===== src/rtl/footies_pkg.sv =====
// Shared definitions for the fighter/hit-resolution slice.
//   - fighter FSM state encodings (IDLE/MOVING/ATTACK/HITSTUN)
//   - screen and character geometry defaults
//   - health / frame / position widths
//   - in_reach(): attack hitbox vs. hurtbox overlap test
package footies_pkg;

  localparam logic [2:0] ST_IDLE    = 3'd0;
  localparam logic [2:0] ST_MOVING  = 3'd1;
  localparam logic [2:0] ST_ATTACK  = 3'd2;
  localparam logic [2:0] ST_HITSTUN = 3'd3;

  localparam int SCREEN_W     = 640;
  localparam int CHAR_W_DEF   = 64;
  localparam int REACH_DEF    = 24;
  localparam int X_W          = $clog2(SCREEN_W);
  localparam int GEOM_W       = X_W + 1;
  localparam int HEALTH_W     = 7;
  localparam int FRAME_W      = 4;

  // Attacker faces the defender; the hitbox spans from the attacker's near
  // edge out to span pixels. The extra bit keeps ax+span from wrapping.
  // Coincident positions are treated as no contact.
  function automatic logic in_reach(input logic [X_W-1:0]    ax,
                                    input logic [X_W-1:0]    dx,
                                    input logic [GEOM_W-1:0] span);
    logic [GEOM_W-1:0] a;
    logic [GEOM_W-1:0] d;
    a = {1'b0, ax};
    d = {1'b0, dx};
    if (a < d)
      return (a + span) > d;
    else if (d < a)
      return (d + span) > a;
    else
      return 1'b0;
  endfunction

endpackage


===== src/rtl/hit_attack_tracker.sv =====
// Per-player attack tracker: counts frames of the current attack and
// remembers whether this attack has already connected.
// Ports:
//   clk      in  clock
//   reset_n  in  asynchronous active-low reset
//   state    in  fighter FSM state
//   hold     in  freeze the frame counter (hitstop)
//   landed   in  this player's attack connects on the coming edge
//   active   out attack is on an active frame and has not yet connected
module hit_attack_tracker
  import footies_pkg::*;
#(
  parameter int ACT_START = 1,
  parameter int ACT_END   = 3
) (
  input  logic       clk,
  input  logic       reset_n,
  input  logic [2:0] state,
  input  logic       hold,
  input  logic       landed,
  output logic       active
);

  logic [FRAME_W-1:0] frame;
  logic               connected;
  logic               attacking;

  assign attacking = (state == ST_ATTACK);

  // frame reads 0 during the ATTACK entry cycle because it was held at 0
  // while the fighter was in any other state.
  always_ff @(posedge clk or negedge reset_n) begin
    if (!reset_n) begin
      frame     <= '0;
      connected <= 1'b0;
    end else begin
      if (!hold) begin
        if (!attacking)
          frame <= '0;
        else if (frame != {FRAME_W{1'b1}})
          frame <= frame + 1'b1;
      end
      if (!attacking)
        connected <= 1'b0;
      else if (landed)
        connected <= 1'b1;
    end
  end

  assign active = attacking && !connected &&
                  (frame >= FRAME_W'(ACT_START)) &&
                  (frame <= FRAME_W'(ACT_END));

endmodule


===== src/rtl/hit_resolver.sv =====
// Resolves attack hitbox vs. hurtbox overlap between two fighters, pulses
// got_hit back into each fighter FSM, and owns health and KO state.
// Optional feature macro: HITSTOP_EN (adds a freeze counter after each hit).
// Ports:
//   clk         in   fighter FSM clock
//   reset_n     in   asynchronous active-low reset
//   p1_x/p2_x   in   character x positions
//   p1_state/p2_state in fighter FSM states
//   p1_got_hit/p2_got_hit out one-cycle hit pulses
//   p1_health/p2_health   out health
//   p1_ko/p2_ko           out sticky KO flags
//   hitstop     out  freeze active (0 unless HITSTOP_EN)
module hit_resolver
  import footies_pkg::*;
#(
  parameter int CHAR_W     = CHAR_W_DEF,
  parameter int REACH      = REACH_DEF,
  parameter int ACT_START  = 1,
  parameter int ACT_END    = 3,
  parameter int HEALTH_MAX = 100,
  parameter int DAMAGE     = 10
`ifdef HITSTOP_EN
  ,
  parameter int HITSTOP_CYC = 4
`endif
) (
  input  logic                clk,
  input  logic                reset_n,
  input  logic [X_W-1:0]      p1_x,
  input  logic [2:0]          p1_state,
  input  logic [X_W-1:0]      p2_x,
  input  logic [2:0]          p2_state,
  output logic                p1_got_hit,
  output logic                p2_got_hit,
  output logic [HEALTH_W-1:0] p1_health,
  output logic [HEALTH_W-1:0] p2_health,
  output logic                p1_ko,
  output logic                p2_ko,
  output logic                hitstop
);

  localparam logic [GEOM_W-1:0]   SPAN = GEOM_W'(CHAR_W + REACH);
  localparam logic [HEALTH_W-1:0] DMG  = HEALTH_W'(DAMAGE);
  localparam logic [HEALTH_W-1:0] HMAX = HEALTH_W'(HEALTH_MAX);

  logic p1_active;
  logic p2_active;
  logic hit_p1;
  logic hit_p2;
  logic any_ko;

  function automatic logic [HEALTH_W-1:0] take_damage(input logic [HEALTH_W-1:0] h);
    return (h > DMG) ? (h - DMG) : '0;
  endfunction

  hit_attack_tracker #(
    .ACT_START (ACT_START),
    .ACT_END   (ACT_END)
  ) u_trk_p1 (
    .clk     (clk),
    .reset_n (reset_n),
    .state   (p1_state),
    .hold    (hitstop),
    .landed  (hit_p2),
    .active  (p1_active)
  );

  hit_attack_tracker #(
    .ACT_START (ACT_START),
    .ACT_END   (ACT_END)
  ) u_trk_p2 (
    .clk     (clk),
    .reset_n (reset_n),
    .state   (p2_state),
    .hold    (hitstop),
    .landed  (hit_p1),
    .active  (p2_active)
  );

  assign any_ko = p1_ko || p2_ko;

  // hit_pN means player N is the defender. Both can be true on the same
  // cycle, which is a trade.
  assign hit_p2 = p1_active && in_reach(p1_x, p2_x, SPAN) &&
                  (p2_state != ST_HITSTUN) && !any_ko && !hitstop;
  assign hit_p1 = p2_active && in_reach(p2_x, p1_x, SPAN) &&
                  (p1_state != ST_HITSTUN) && !any_ko && !hitstop;

  always_ff @(posedge clk or negedge reset_n) begin
    if (!reset_n) begin
      p1_got_hit <= 1'b0;
      p2_got_hit <= 1'b0;
      p1_health  <= HMAX;
      p2_health  <= HMAX;
      p1_ko      <= 1'b0;
      p2_ko      <= 1'b0;
    end else begin
      p1_got_hit <= hit_p1;
      p2_got_hit <= hit_p2;
      if (hit_p1) begin
        p1_health <= take_damage(p1_health);
        if (p1_health <= DMG)
          p1_ko <= 1'b1;
      end
      if (hit_p2) begin
        p2_health <= take_damage(p2_health);
        if (p2_health <= DMG)
          p2_ko <= 1'b1;
      end
    end
  end

`ifdef HITSTOP_EN
  localparam int HS_W = $clog2(HITSTOP_CYC + 1);

  logic [HS_W-1:0] hs_cnt;

  always_ff @(posedge clk or negedge reset_n) begin
    if (!reset_n)
      hs_cnt <= '0;
    else if (hit_p1 || hit_p2)
      hs_cnt <= HS_W'(HITSTOP_CYC);
    else if (hs_cnt != '0)
      hs_cnt <= hs_cnt - 1'b1;
  end

  assign hitstop = (hs_cnt != '0);
`else
  assign hitstop = 1'b0;
`endif

endmodule


===== config.mk =====
export PLATFORM = sky130hd
export DESIGN_NAME = hit_resolver
export DESIGN_NICKNAME = d
export VERILOG_FILES = /design/src/rtl/footies_pkg.sv /design/src/rtl/hit_attack_tracker.sv /design/src/rtl/hit_resolver.sv
export SDC_FILE = /design/constraint.sdc
export NUM_CORES = 1
export LEC_CHECK = 0
export CORE_MARGIN = 2
export CORE_UTILIZATION = 65
export CTS_BUF_LIST = sky130_fd_sc_hd__clkbuf_8
export DETAILED_ROUTE_END_ITERATION = 7
export DONT_BUFFER_PORTS = 1
export PLACE_DENSITY = 0.81
export SETUP_SLACK_MARGIN = 0.15
export SKIP_CTS_REPAIR_TIMING = 1
export SLEW_MARGIN = 20
export SYNTH_ARGS = -nofsm -noshare
export SYNTH_HDL_FRONTEND = slang
export SYNTH_SLANG_ARGS = --single-unit

===== constraint.sdc =====
create_clock -name clk -period 2.8 [get_ports clk]
set_clock_uncertainty 0.1 [all_clocks]
set_input_delay 0.84 -clock clk [delete_from_list [all_inputs] [get_ports clk]]
set_output_delay 0.84 -clock clk [all_outputs]
set_load 0.05 [all_outputs]

# == Word-level counts from Yosys, hierarchy flattened ==
# Cells that the tools add are included.
# op_classes
addsub,6
magnitude_cmp,12
n_eq_ne,10
muxes,14
n_reduce_logical,18
# ops
op,n
"10-bit by 7-bit adder with 11-bit output, second input constant",2
11-bit by 10-bit > comparator with 1-bit output,2
10-bit less-than comparator,2
4-bit two-way mux,4
"7-bit by 4-bit > comparator with 1-bit output, second input constant",2
"7-bit by 4-bit <= comparator with 1-bit output, second input constant",2
7-bit two-way mux,2
"7-bit by 4-bit subtractor with 7-bit output, second input constant",2
1-bit logical AND,12
"4-bit by 1-bit adder with 4-bit output, second input constant",2
"4-bit by 1-bit >= comparator with 1-bit output, second input constant",2
"4-bit by 2-bit <= comparator with 1-bit output, second input constant",2
1-bit two-way mux,8
"2-bit inequality test, second input constant",4
"4-bit inequality test, second input constant",2
"3-bit by 2-bit equality test with 1-bit output, second input constant",2
"3-bit by 2-bit inequality test with 1-bit output, second input constant",2
2-bit AND reduction,2
1-bit logical NOT,3
1-bit logical OR,1
# word_totals
register_bits,28
input_bits,28
out_inout_bits,19
wordCells,70

# == Logic depth before layout (Yosys ltp) ==
# logic_depth
depth_word,9
ltp_mapped,14
depth_no_buf,13

# == Cells and area by module ==
# A second synthesis with hierarchy kept.
# hier_totals
hier_cells,265
hier_area_um2,2362.3
# by_module_without_submodules
module,instances,cells_each,area_each_um2,seq_area_each_um2
hit_resolver,1,201,1759.2,407.9
hit_attack_tracker,2,32,301.5,125.1

# == Worst setup path after synthesis ==
# Ideal clock, no wire load.
# synth_path
path_type,in2reg
startpoint,in p2_x[3]
endpoint,reg p1_health[4]
setup_ns,0.125
arrival_ns,3.263
required_time_ns,2.575
setup_slack_ns,-0.689
stages,14
n_path_buf,1
cell_sequence,inv_1 -> ha_1 -> o21a_1 -> nor2_1 -> xnor2_1 -> ha_1 -> nand4_1 -> o32ai_1 -> and2_0 -> a311o_1 -> mux2_4 -> buf_6 -> nor3_2 -> mux2_4
# synth_between
elab_chain_cells,6
word_cells_on_any_way,10
classes_between,add/sub: 1; order compare: 4; mux: 2; reduce/logical: 3
# synth_rtl
element,line_no,rtl
"start, declared",hit_resolver.sv:31,"input logic [X_W-1:0] p2_x,"
10-bit by 7-bit adder with 11-bit output (tied with other cells),footies_pkg.sv:32,return (a + span) > d;
11-bit by 10-bit > comparator with 1-bit output / 1-bit two-way mux (equally long branches),"footies_pkg.sv:32, footies_pkg.sv:33",
1-bit two-way mux (*),footies_pkg.sv:31,if (a < d)
1-bit logical AND (*) (2 in a row),hit_resolver.sv:86,"assign hit_p1 = p2_active && in_reach(p2_x, p1_x, SPAN) &&"
1-bit logical AND (*),hit_resolver.sv:87,(p1_state != ST_HITSTUN) && !any_ko && !hitstop;
"end signal, assigned",hit_resolver.sv:101,p1_health <= take_damage(p1_health);
"end, declared",hit_resolver.sv:35,"output logic [HEALTH_W-1:0] p1_health,"
# Every way passes the cells marked *; elsewhere a longest branch is shown, timed or not.
# A chain may end at the register's enable or synchronous reset.

# == Final worst setup path ==
# layout_path
startpoint,in p2_x[4]
endpoint,reg p1_health[5]
# The elaborated chain is that of the path after synthesis.

==> qor.csv <==
stage;metric;value;unit
outcome;status;finished, violations left;
outcome;violated checks;negative setup slack;
logic_synthesis;largest family of logic cells by synthesized area;simple AND/OR/NAND/NOR gates;
clocking;CTS Root Cell;clkbuf_8;
logic_synthesis;Synth Area in Adders;0.192;
place;hpwl dp;4.38;mm
critical_path;R2R Path Start;p1_health[1];
critical_path;CP Cell Sequence;inv_12, ha_4, o21a_4, nor2_4, xnor2_1, ha_1, nand4_1, o32ai_1, and2_1, a311o_1, mux2_4, buf_12, nor4_4, mux2_4;
critical_path;cell repeated most along the worst path;mux2_4;
flow_run;max_cap viols;0;
floorplanning;# IOs;47;
floorplanning;die area;0.00411;mm2
global_route;first-pass GRT wire length;9.36;mm
critical_path;crit path capture type;register;
logic_synthesis;Post-synth top flop;dfrtp_1;
critical_path;Crit Path Max Fanout;7;
timing;minimum clock period;3.15;ns
min_path;Hold Crit Class;in2async;
floorplanning;chip width;64.1;um
timing;unrepaired setup endpoints after global routing;true;
timing;Highest Clock Rate;0.317;GHz
timing;Hold Violations, Final;0;
power_and_ir_drop;Max VDD drop;274;uV
finish;fin nets;366;
place;dpl cell area;0.00272;mm2
clocking;clock slew at reported path FFs;0.09;ns
critical_path;Buf/Inv on CP;2;
critical_path;worst reg2reg setup slack;0.44;ns
logic_synthesis;top post-synthesis cells by area;dfrtp_1 (21%), ha_1 (19%), dfstp_2 (6.7%), inv_1 (5.4%), xnor2_1 (4.5%);
routing;Vias;2102;
routing;DRC;0;
critical_path;Crit Reg-Reg Endpoint;p1_health[2];
global_route;largest net degree at the start of global routing;27;
global_route;vias in the first global route;2176;
logic_synthesis;sequential-to-total area share from yosys stat;0.280;
finish;area of the multi-input gates;0.00167;mm2
floorplanning;Die H;64.1;um
logic_synthesis;count of state elements after synthesis;26;
timing;fin crit share;1.13;
clocking;H-tree depth;1;
clocking;Max Root-Sink Buffers;2;
global_route;Overflow after GRT;0;
timing;final worst slack;-0.355;ns
critical_path;Req. time, crit path;2.90;ns
floorplanning;Starting Density;0.688;
logic_synthesis;post-synthesis cell type count;56;
logic_synthesis;xor and xnor fraction of the mapped netlist area;0.0447;
routing;Via density;6.06;
floorplanning;Cell Rows;21;
finish;layout cells sized above 1;0.262;
critical_path;slowest CP cell;mux2_4;
finish;FF/Latch Area;658;um2
critical_path;worst reg-to-reg path cell count;6;
logic_synthesis;cell accounting for the most synthesized area;dfrtp_1;
logic_synthesis;Synth top area share;0.213;
timing;Slew Limit Fails;0;
floorplanning;CORE AREA;0.00342;mm2
power_and_ir_drop;Pwr per Cell Area;422;mW/mm2
global_route;antenna violations before repair;0;
power_and_ir_drop;LEAKAGE;1.35;nW
critical_path;CP top delay family;multiplexers;
clocking;CTS buffer count;3;
clocking;CTS tree;yes;
global_route;GR Util All Layers;0.287;
routing;First DRT Iteration DRCs;198;
finish;Final Cell Area;0.00290;mm2
critical_path;crit path kind;in2reg;
logic_synthesis;Synth Area per Inst;8.83;um2
finish;synthesis-to-layout area growth;23.5;%
routing;first-pass detailed-route iteration total;5;
logic_synthesis;mux cell area share after synthesis;0.0527;
logic_synthesis;Async S/R FF share, synth;1.00;
critical_path;Arr. time, crit path;3.26;ns
power_and_ir_drop;total power;0.00122;W
finish;Layout fillers;204;
logic_synthesis;Synth Area in Compound Gates;0.158;
clocking;Sink Count;26;
timing;Worst slew margin;0.561;
place;PortBufs;0;
place;RePlAce Congestion;0.881;
finish;antenna cells;0;
timing;Hold WS;0.153;ns
timing;Worst Tran Pin Value;0.659;ns
routing;Total Routed Length;5.87;mm
clocking;Clk Latency, worst-skew pair;0.27;ns
logic_synthesis;simple-gate share of the synthesized area;0.195;
timing;final setup vio count;17;
logic_synthesis;EDFF count, synth;0;
logic_synthesis;Mapped Area;0.00235;mm2
critical_path;Startpoint Class;input pin;
routing;Routed Antenna Nets;0;
routing;Avg WL per Cell;16.9;um
logic_synthesis;Mapped Cells;266;
critical_path;slowest stage delay, CP;0.34;ns
logic_synthesis;Synth warnings;0;
==> worst max path at each step <==
stage               startpoint  slack, ns           end  cells after the start
floorplan              p1_x[3]      -0.51  p1_health[4]                     14
global placement       p2_x[4]      -0.65  p1_health[5]                     14
detailed placement     p2_x[9]      -0.72  p1_health[5]                     11
CTS                    p2_x[9]      -0.45  p1_health[5]                     11
global route           p1_x[3]      -0.42  p1_health[4]                     14
finish                 p2_x[4]      -0.35  p1_health[5]                     14
==> area by class of cell <==
type                            count  area share
Timing Repair Buffer               35      0.0949
Sequential cell                    26       0.227
Clock inverter                      1      0.0103
Multi-Input combinational cell    201       0.575
Tap cell                           46      0.0198
Clock buffer                        3      0.0142
Inverter                           35      0.0591
==> per-layer routing <==
layer  vias to the layer above  global-route usage  wire length (um)
li1                       1009                   -                 -
met1                      1014               0.310              2260
met2                        65               0.568              3270
met3                        14              0.0229               191
met4                         0               0.112               159
met5                         -                   0                 0
==> flip-flops by register name (all words and copies together) (netlist names) <==
signal and cells:
u_trk_p1.connected 1, p1_got_hit 1, u_trk_p1.frame 4, p2_ko 1, p2_health 6, p2_got_hit 1, p1_health 6, u_trk_p2.connected 1
u_trk_p2.frame 4, p1_ko 1
==> cell usage after synthesis (all sizes together) (3+ instances only) <==
| master | n |
|---|---|
| nor3 | 9 |
| nand3 | 6 |
| ha | 36 |
| a31oi | 3 |
| nor2 | 24 |
| inv | 35 |
| a21o | 3 |
| buf | 5 |
| nand3b | 3 |
| mux2 | 7 |
| o21ai | 15 |
| dfstp | 6 |
| xnor2 | 12 |
| nand4 | 6 |
| o21a | 4 |
| a21oi | 10 |
| mux2i | 3 |
| a211oi | 4 |
| dfrtp | 20 |
| nand2 | 12 |
| nor2b | 7 |
==> cells in the final DEF (no fill, tap or decap), types with 6 or more instances in the layout <==
master    n
nor2_1   21
buf_4    34
dfstp_2   6
mux2_4    6
nor2b_1   6
a21oi_1   8
nand3_1   6
o21ai_0  11
inv_1    30
ha_1     33
nor3_1    7
xnor2_1  12
nand4_1   6
nand2_1  12
dfrtp_1  20
==> through the flow <==
stage | worst slack, ns | setup TNS (ns) | instances | utilization
after floorplan | -0.506 | -6.22 | 268 | -
after global placement | -0.647 | -8.90 | 341 | 0.797
after detailed placement | -0.724 | -10.19 | 341 | 0.797
after CTS | -0.451 | -5.53 | 345 | 0.818
after global routing | -0.422 | -5.38 | 347 | 0.849
final | -0.355 | -4.02 | 347 | 0.849
==> cell families (layout without fill, tap and decap cells) <==
| logic type | count (synthesis) | after routing |
|---|---|---|
| AND/OR/NAND/NOR | 85 | 85 |
| multiplexers | 10 | 10 |
| AO/OA/AOI/OAI | 55 | 55 |
| XOR/XNOR | 12 | 12 |
| buffers and inverters | 41 | 74 |
| other | 1 | 3 |
| flip-flops | 26 | 26 |
| adder cells (fa/ha/maj) | 36 | 36 |
==> power by group <==
| part | switching (W) | internal [W] | total, W |
|---|---|---|---|
| combinational | 0.000265 | 0.000205 | 0.000471 |
| sequential | 0.0000458 | 0.000397 | 0.000443 |
| clock | 0.000119 | 0.000191 | 0.000311 |
| total | 0.000431 | 0.000793 | 0.00122 |
==> worst register-to-register path, cell delays in order (launching register included) <==
cell	delay, ns
dfrtp_1	0.73
inv_1	0.20
ha_1	0.29
nor2b_1	0.29
o21ai_0	0.16
and2_1	0.24
o41ai_1	0.26
Power figures use the tool's default switching activity.
